`config.mk`:
```
export PLATFORM = sky130hd
export DESIGN_NAME = regfile_wb_arbiter
export DESIGN_NICKNAME = d
export VERILOG_FILES = /design/src/rtl/regfile_wb_arbiter.sv
export SDC_FILE = /design/constraint.sdc
export NUM_CORES = 1
export LEC_CHECK = 0
export CAP_MARGIN = 20
export CORE_MARGIN = 4
export CORE_UTILIZATION = 37
export DETAILED_ROUTE_END_ITERATION = 12
export GPL_TIMING_DRIVEN = 0
export MAX_ROUTING_LAYER = met4
export PLACE_DENSITY = 0.8
export SYNTH_ARGS = -nofsm -noshare
export SYNTH_HDL_FRONTEND = slang
export SYNTH_SLANG_ARGS = --single-unit
```
`constraint.sdc`:
```
create_clock -name clk_i -period 1.4 [get_ports clk_i]
set_input_delay 0.14 -clock clk_i [delete_from_list [all_inputs] [get_ports clk_i]]
set_output_delay 0.14 -clock clk_i [all_outputs]
set_load 0.05 [all_outputs]
```
`src/rtl/regfile_wb_arbiter.sv`:
```
// Round-robin arbiter sharing the register-file write port between ALU and LSU writeback.
// Optional destination-register scoreboard enabled by defining WB_SCOREBOARD_EN.
module regfile_wb_arbiter #(
  parameter int DATA_W  = 32,
  parameter int ADDR_W  = 5,
  parameter bit RR_INIT = 1'b0
) (
  input  logic              clk_i,
  input  logic              rst_i,
  input  logic              stall_i,
  input  logic              alu_valid_i,
  output logic              alu_ready_o,
  input  logic [ADDR_W-1:0] alu_rd_i,
  input  logic [DATA_W-1:0] alu_data_i,
  input  logic              lsu_valid_i,
  output logic              lsu_ready_o,
  input  logic [ADDR_W-1:0] lsu_rd_i,
  input  logic [DATA_W-1:0] lsu_data_i,
  output logic              rf_enable_o,
  output logic              rf_reg_write_o,
  output logic [ADDR_W-1:0] rf_rd_o,
  output logic [DATA_W-1:0] rf_write_data_o
`ifdef WB_SCOREBOARD_EN
  ,
  input  logic              issue_valid_i,
  input  logic [ADDR_W-1:0] issue_rd_i,
  output logic [31:0]       pending_o
`endif
);

  // High when LSU was granted last, so ALU wins the next conflict.
  logic              last_lsu;
  logic              xfer_p0;
  logic [ADDR_W-1:0] win_rd_p0;
  logic [DATA_W-1:0] win_data_p0;

  // Stage p0: combinational grant and winner select
  always_comb begin
    alu_ready_o = 1'b0;
    lsu_ready_o = 1'b0;
    if (!stall_i) begin
      alu_ready_o = alu_valid_i && (!lsu_valid_i || last_lsu);
      lsu_ready_o = lsu_valid_i && (!alu_valid_i || !last_lsu);
    end
    xfer_p0     = alu_ready_o || lsu_ready_o;
    win_rd_p0   = lsu_ready_o ? lsu_rd_i   : alu_rd_i;
    win_data_p0 = lsu_ready_o ? lsu_data_i : alu_data_i;
  end

  // Stage p1: registered register-file write
  always_ff @(posedge clk_i or posedge rst_i) begin
    if (rst_i) begin
      rf_enable_o     <= 1'b0;
      rf_reg_write_o  <= 1'b0;
      rf_rd_o         <= '0;
      rf_write_data_o <= '0;
      last_lsu        <= ~RR_INIT;
    end else begin
      rf_enable_o    <= xfer_p0;
      rf_reg_write_o <= xfer_p0 && (win_rd_p0 != '0);
      if (xfer_p0) begin
        rf_rd_o         <= win_rd_p0;
        rf_write_data_o <= win_data_p0;
        last_lsu        <= lsu_ready_o;
      end
    end
  end

`ifdef WB_SCOREBOARD_EN
  logic [31:0] pending_q;
  logic [31:0] set_mask;
  logic [31:0] clr_mask;
  logic [31:0] pending_nxt;

  // Issue is applied after the clear so a same-cycle issue keeps the bit set.
  always_comb begin
    set_mask    = (issue_valid_i && (issue_rd_i != '0)) ? (32'd1 << issue_rd_i) : 32'd0;
    clr_mask    = xfer_p0 ? (32'd1 << win_rd_p0) : 32'd0;
    pending_nxt = (pending_q & ~clr_mask) | set_mask;
    pending_nxt[0] = 1'b0;
  end

  always_ff @(posedge clk_i or posedge rst_i) begin
    if (rst_i) pending_q <= '0;
    else       pending_q <= pending_nxt;
  end

  assign pending_o = pending_q;
`endif

endmodule

```
Word-level counts from Yosys, hierarchy flattened
Index checks and enable logic that the tools add are counted.
Widths: inputs -> output; s select.
{"block": "totals", "input_bits": 79, "output_inout_bits": 41, "ff_bits": 40, "word_cells": 19}
{"block": "classes", "reduce_logical": 10, "mux": 4}
{"operator": "$mux 32", "count": 1}
{"operator": "$mux 5", "count": 1}
{"operator": "$reduce_bool 5->1", "count": 1}
{"operator": "$logic_and 1x1->1", "count": 3}
{"operator": "$logic_not 1->1", "count": 3}
{"operator": "$logic_or 1x1->1", "count": 3}
{"operator": "$mux 1", "count": 2}

Depth between registers and ports, before layout
Gate-level depths: netlist of run 1.
{"block": "logic_depth", "ltp_word": 7, "ltp_mapped": 5, "ltp_nobuf": 3}

Worst setup path before layout of run 1
No wires, ideal clock.
{"block": "synth_path", "kind": "flip-flop to output port", "start": "register last_lsu", "end": "output port alu_ready_o", "stages_incl_launch_ff": 5, "slack_ns": -0.490, "path_buffers": 1, "required_time_ns": 1.260, "arrival_time_ns": 1.750, "cell_sequence": "dfstp_2 > and2_4 > buf_6 > nor2_1 > nor2b_1"}
{"block": "synth_via", "elab_chain_len": 3}
{"item": "start: declaration", "line": "32", "source": "logic last_lsu;"}
{"item": "start signal: assignment", "line": "57", "source": "last_lsu <= ~RR_INIT;"}
{"item": "start signal: assignment", "line": "64", "source": "last_lsu <= lsu_ready_o;"}
{"item": "$logic_or 1x1->1", "line": "42", "source": "alu_ready_o = alu_valid_i && (!lsu_valid_i || last_lsu);"}
{"item": "$logic_and 1x1->1", "line": "42"}
{"item": "$mux 1", "line": "41", "source": "if (!stall_i) begin"}
{"item": "end: declaration", "line": "12", "source": "output logic alu_ready_o,"}
No other way between the ends.

Final worst setup path of run 1
Same ends and word-level chain as after synthesis.

==> out/results.ini, run 1 <==
[worst_setup_path]
cp.arrival_ns=1.40
r2r_cells=6
path_common_cell=buf_8
cp.required_ns=1.26
worstPathMaxFanout=5
reg2reg_setup_slack_ns=0.07
crit_family=flip-flops
start_kind=flop
cp_cell_sequence=and2_4 > buf_8 > nor2_4 > nor2b_4 > buf_8
slowest_stage=dfstp_2
slowest_delay_ns=0.55
crit_buf_inv=2
timing.rr.end=rf_reg_write_o
critPathKind=reg2out
timing.rr.start=last_lsu
end_kind=output port

[clocking]
htreeDepth=2
clock-sinks=40
insertion_delay_ns=0.28
cts_buffer_depth=2
cts-buffers-inserted=5
path_clk_slew_ns=0.07
cts_root_buf=clkbuf_8
cts_tree=done
hold_buffers=0

[global_routing]
grt_max_degree=41
grt_pass1_vias=2205
antenna_found_initial=0
grt_usage_pct=21.3
grt_pass1_wl_um=10600
gr-total-overflow=0

[sta]
whs_ns=0.347
fin_crit_sh_pct=110
max_slew.worst_pin.slew_ns=0.829
setup_slack_ns=-0.144
drv_slew=0
slew_headroom_pct=44.6
clock.fmax_mhz=648
fin_crit_ns=1.54
rsz0062_at_grt=true
tns_ns=-0.171
finalClockSkew_ns=0.00152
setup_viol=2
hold_viol_final=0

[floorplanning]
rows=26
die_h_um=81.6
die_w_um=81.6
die-area_um2=6660
core_area_um2=5170
num_io_pins=120
start_util_pct=38.7

[yosys]
synth_area_per_cell_um2=8.75
ys_seq_area_share_pct=50.0
syn_area_um2=2000
yosysTopAreaCell=dfrtp_1
syn-num-nets=308
synth-seq-cells=40
synthFlopType=dfrtp_1
netlist-cell-type-count=21
netlist_top_cells_area=dfrtp_1, a31oi_1, o21ai_0
synth_edf_count=0
synthCells=229
ys_top_cells_by_count=dfrtp_1, o21ai_0, nor2_1
netlist.area_leader.share_pct=48.7
synthArstFlopShare_pct=100
yosys_warnings=0

[layout]
fillers=456
fin_util_pct=67.0
drive_gt1_share_pct=12.9
diodes=0
syn_to_final_growth_pct=73.0
nNetsFinal=443

[drt]
wirelength_met1_um=2860
vias=2263
vias_per_cell=5.20
drt_pass1_iterations=4
ant_nets=0
wl_per_cell_um=15.5
highest_layer=met4
routed_wl_um=6760
wl_met3_um=649
met2WireLength_um=3200
drt_iter0_markers=108
drc_errors=0

[job]
max_cap_violations=0

[outcome]
violations=setup timing
outcome=finished, violations left

[power]
seq_power_share_pct=37.3
p_total_mw=3.75
p_per_area_nw_per_um2=1080
switching_share_pct=38.5
pwr-share-comb_pct=42.2
clockPowerShare_pct=20.5
p_leak_nw=1.41
internal_power_mw=2.30
ir_drop_v=0.000536
p_switching_mw=1.44

[placement]
dp_hpwl_um=4820
portBuffers=119
place_congestion=0.794

[worst_hold_path]
hold_path.class=in2async

stage by stage:
stage               area (um2)  setup slack (ns)  instances
floorplan                 2020            0.0914        229
global placement          3300            -0.892        418
detailed placement        3300            -0.885        418
CTS                       3370            -0.179        426
global route              3460            -0.209        435
finish                    3460            -0.144        435
layout by cell type (no fill, tap or decap), drive strengths merged, types with 2 or more instances in the layout:
| cell | instances |
|---|---|
| o21ai | 39 |
| inv | 2 |
| a31oi | 37 |
| nor2 | 38 |
| clkbuf | 14 |
| clkdlybuf4s50 | 78 |
| dlygate4sd2 | 39 |
| or4 | 2 |
| buf | 30 |
| nand3 | 37 |
| nor2b | 2 |
| dfrtp | 39 |
cell type report:
class / count / area (um2) / share of cell area (%)
clock buffers: 8 / 90.1 / 2.60
inverters: 2 / 7.51 / 0.217
well taps: 70 / 87.6 / 2.53
repair buffers: 129 / 1220 / 35.3
multi-input cells: 162 / 860 / 24.8
plain buffers: 24 / 194 / 5.60
flip-flops and latches: 40 / 1000 / 28.9
sequential cells by signal, indices dropped and copies added (netlist names):
| register | count |
|---|---|
| last_lsu | 1 |
| rf_enable_o | 1 |
| rf_rd_o | 5 |
| rf_reg_write_o | 1 |
| rf_write_data_o | 32 |
kinds of logic after synthesis:
| kind of cell | count (synthesis) | share of synthesized area [%] |
|---|---|---|
| flops | 40 | 50.0 |
| compound gates | 78 | 22.4 |
| simple gates | 84 | 19.4 |
| buf+inv | 27 | 8.18 |
worst max path at each step:
stage	startpoint	endpoint	slack, ns	depth (start not counted)
final	last_lsu	alu_ready_o	-0.14	5
after global routing	last_lsu	alu_ready_o	-0.21	5
after CTS	last_lsu	alu_ready_o	-0.18	5
after detailed placement	stall_i	alu_ready_o	-0.89	6
after global placement	stall_i	alu_ready_o	-0.89	6
after floorplan	last_lsu	alu_ready_o	0.09	4
worst register-to-register path, stage by stage, from the launching register on:
cell,delay [ns]
dfstp_2,0.38
and2_4,0.16
buf_8,0.12
buf_4,0.14
buf_4,0.12
nor4_1,0.22
nor3b_1,0.08
power groups by stage:
| stage | sequential [mW] | clock [mW] | combinational (mW) |
|---|---|---|---|
| 2_1_floorplan | 1.97 | 0 | 0.396 |
| 3_3_place_gp | 1.42 | 0 | 1.60 |
| 3_5_place_dp | 1.43 | 0 | 1.62 |
| 4_1_cts | 1.40 | 0.792 | 1.53 |
| 5_1_grt | 1.42 | 0.851 | 1.68 |
| 6_report | 1.40 | 0.769 | 1.58 |
repair_timing:
item / in CTS / in global routing
endpoints found under the setup margin: 70 / 17
setup buffers: 0 / 10
pin swaps: 0 / 3
resized for setup: 62 / 18
layer usage:
metal	vias to the layer above	global-route usage, %
li1	1102	-
met1	1058	25.9
met2	99	33.7
met3	4	6.91
met4	0	6.31
met5	-	-
Power figures use the tool's default switching activity.
==> run 2: changes to the inputs <==
--- a/config.mk
+++ b/config.mk
@@ -6,7 +6,6 @@
 export NUM_CORES = 1
 export LEC_CHECK = 0
 export CAP_MARGIN = 20
-export CORE_MARGIN = 4
 export CORE_UTILIZATION = 37
 export DETAILED_ROUTE_END_ITERATION = 12
 export GPL_TIMING_DRIVEN = 0
==> run 2 against run 1 <==
Effect of this change: the run still ends with setup timing left; sequential share of layout area grew 0.38 points; wire length shrank 6.0%; critical path depth is the same; die area shrank 14%; fmax shrank 1.3%; final cell count shrank 1.4%; clock-buffer cell count is the same; total power shrank 0.53%; critical endpoint unchanged; largest cell class unchanged.
==> out/results.ini, run 2 (synthesized netlist as in run 1, its figures left out) <==
[outcome]
outcome=finished, violations left
violations=setup timing

[clocking]
insertion_delay_ns=0.28  ; about the same
cts-buffers-inserted=5  ; unchanged
cts_tree=done
clock-sinks=40  ; unchanged
cts_buffer_depth=2  ; unchanged
htreeDepth=2  ; unchanged
hold_buffers=0  ; unchanged
cts_root_buf=clkbuf_8
path_clk_slew_ns=0.08  ; about the same

[layout]
largest_registers=rf_write_data_o: 32 flops, rf_rd_o: 5 flops
largest_reg_flops=32  ; unchanged
largest_register=rf_write_data_o
layout_common_cells=clkdlybuf4s50_1, o21ai_0, dlygate4sd2_1, dfrtp_1
diodes=0  ; unchanged
drive_gt1_share_pct=11.1  ; -1.7 points
fin_area_um2=3420  ; -1.3%
syn_to_final_growth_pct=70.7
layout_commonest_cell=clkdlybuf4s50_1
nNetsFinal=437  ; -1.4%

[worst_hold_path]
hold_path.class=in2reg
worst_hold_path.num_cells=3
hold_path.startpoint=stall_i
whs_endpoint=last_lsu

[global_routing]
grt_pass1_wl_um=9840  ; -7.2%
grt_max_degree=41  ; unchanged
grt_usage_pct=23.9  ; +2.7 points
gr-usage-met3_pct=6.48  ; -0.43 points
met1_usage_pct=28.4  ; +2.4 points
antenna_found_initial=0  ; unchanged
busiest_layer=met2
grt_pass1_vias=2127  ; -3.5%
grt_use_met2_pct=40.3  ; +6.6 points
gr-total-overflow=0  ; unchanged

[sta]
hold_viol_final=0  ; unchanged
tns_ns=-0.220  ; -0.0485 ns
setup_slack_ns=-0.165  ; -0.0207 ns
drv_slew=0  ; unchanged
fin_crit_sh_pct=112  ; +1.5 points
fin_crit_ns=1.56  ; +0.0207 ns
finalClockSkew_ns=0.00685  ; +0.00533 ns
max_slew.worst_pin.slew_ns=0.825  ; -0.00456 ns
rsz0062_at_grt=true
setup_viol=2  ; unchanged
whs_ns=0.217  ; -0.131 ns
clock.fmax_mhz=639  ; -1.3%
slew_headroom_pct=44.9  ; +0.30 points

[floorplanning]
die-area_um2=5710  ; -14%
core_area_um2=5170  ; unchanged
start_util_pct=38.7  ; unchanged
die_h_um=75.6  ; -7.4%
num_io_pins=120  ; unchanged
rows=26  ; unchanged
die_w_um=75.6  ; -7.4%

[placement]
post_dp_cell_area_um2=3300  ; unchanged
place_congestion=0.767  ; -3.4%
place_ws_ns=-0.908  ; -0.0229 ns
dp_hpwl_um=4490  ; -6.8%
portBuffers=119  ; unchanged

[drt]
ant_nets=0  ; unchanged
wl_per_cell_um=14.8  ; -4.7%
drt_pass1_iterations=4  ; unchanged
routed_wl_um=6350  ; -6.0%
drc_errors=0  ; unchanged
vias_per_cell=5.33  ; +2.4%
drt_iter0_markers=195  ; +81%
vias=2286  ; +1.0%

[worst_setup_path]
start_kind=flop
cp_cell_sequence=and2_4 > buf_8 > nor2_4 > nor2b_4 > buf_6
r2r_cells=6  ; unchanged
cp.arrival_ns=1.42  ; +0.02 ns
slowest_stage=dfstp_2
timing.rr.end=rf_rd_o[1]
timing.rr.start=last_lsu
slowest_delay_ns=0.56  ; about the same
crit_family=flip-flops
crit_buf_inv=2  ; unchanged
end_kind=output port
critPathKind=reg2out
worstPathMaxFanout=5  ; unchanged
cp.required_ns=1.26  ; about the same
reg2reg_setup_slack_ns=0.04  ; -0.03 ns

[power]
seq_power_share_pct=37.5  ; +0.2 points
ir_drop_v=0.000511  ; -4.7%
p_per_area_nw_per_um2=1090  ; +0.78%
switching_share_pct=38.9  ; +0.33 points
pwr-share-comb_pct=41.5  ; -0.7 points
internal_power_mw=2.28  ; -1.1%
clockPowerShare_pct=20.9  ; +0.4 points
p_total_mw=3.73  ; -0.53%
p_leak_nw=1.38  ; -2.0%
p_switching_mw=1.45  ; +0.33%

[job]
max_cap_violations=0  ; unchanged

run 2: changes by cell type in the layout (fill, tap and decap cells not counted), sizes merged:
| cell | delta |
|---|---|
| buf | -5 |
| clkbuf | -1 |
| clkdlybuf4s50 | -1 |
| dlymetal6s2s | +1 |
run 2: worst max path at each step:
stage / from / end / cells after the start
after floorplan: last_lsu / alu_ready_o / 4
after global placement: stall_i / alu_ready_o / 6
after detailed placement: stall_i / alu_ready_o / 6
after CTS: last_lsu / alu_ready_o / 5
after global routing: last_lsu / alu_ready_o / 5
final: last_lsu / alu_ready_o / 5
run 2: layer usage:
metal  vias up  routed length [um]
met5         -                   0
met4         0                  64
met3         8                 398
met2        93                3150
met1      1100                2740
li1       1085                   -
run 2: timing repair:
item / in CTS / in global routing
pin swaps: 0 / 4
setup endpoints to repair: 71 / 23
setup buffers: 0 / 5
endpoints found under the hold margin: 0 / 0
gates resized for setup: 62 / 8
run 2: worst min-delay path, delay by kind of cell:
| family | cells | cell delay [ns] |
|---|---|---|
| buffers and inverters | 1 | 0.15 |
| AOI/OAI and AO/OA | 2 | 0.18 |
run 2: through the flow:
step / util, % / std cells
after floorplan: - / 229
after global placement: 63.7 / 418
after detailed placement: 63.7 / 418
after CTS: 65.2 / 426
after global routing: 66.1 / 429
final: 66.1 / 429
run 2: cell type report:
type,count,area (um2)
multi-input combinational,162,866
sequential,40,1000
buffer,23,181
timing repair buffer,124,1180
inverter,2,7.51
clock buffer,8,90.1
tap,70,87.6
fill,467,1750
run 2: power groups by stage:
stage / Clock, mW / Sequential [mW] / Combinational [mW]
2_1_floorplan: 0 / 1.97 / 0.396
3_3_place_gp: 0 / 1.42 / 1.60
3_5_place_dp: 0 / 1.43 / 1.61
4_1_cts: 0.795 / 1.40 / 1.52
5_1_grt: 0.842 / 1.42 / 1.65
6_report: 0.780 / 1.40 / 1.55
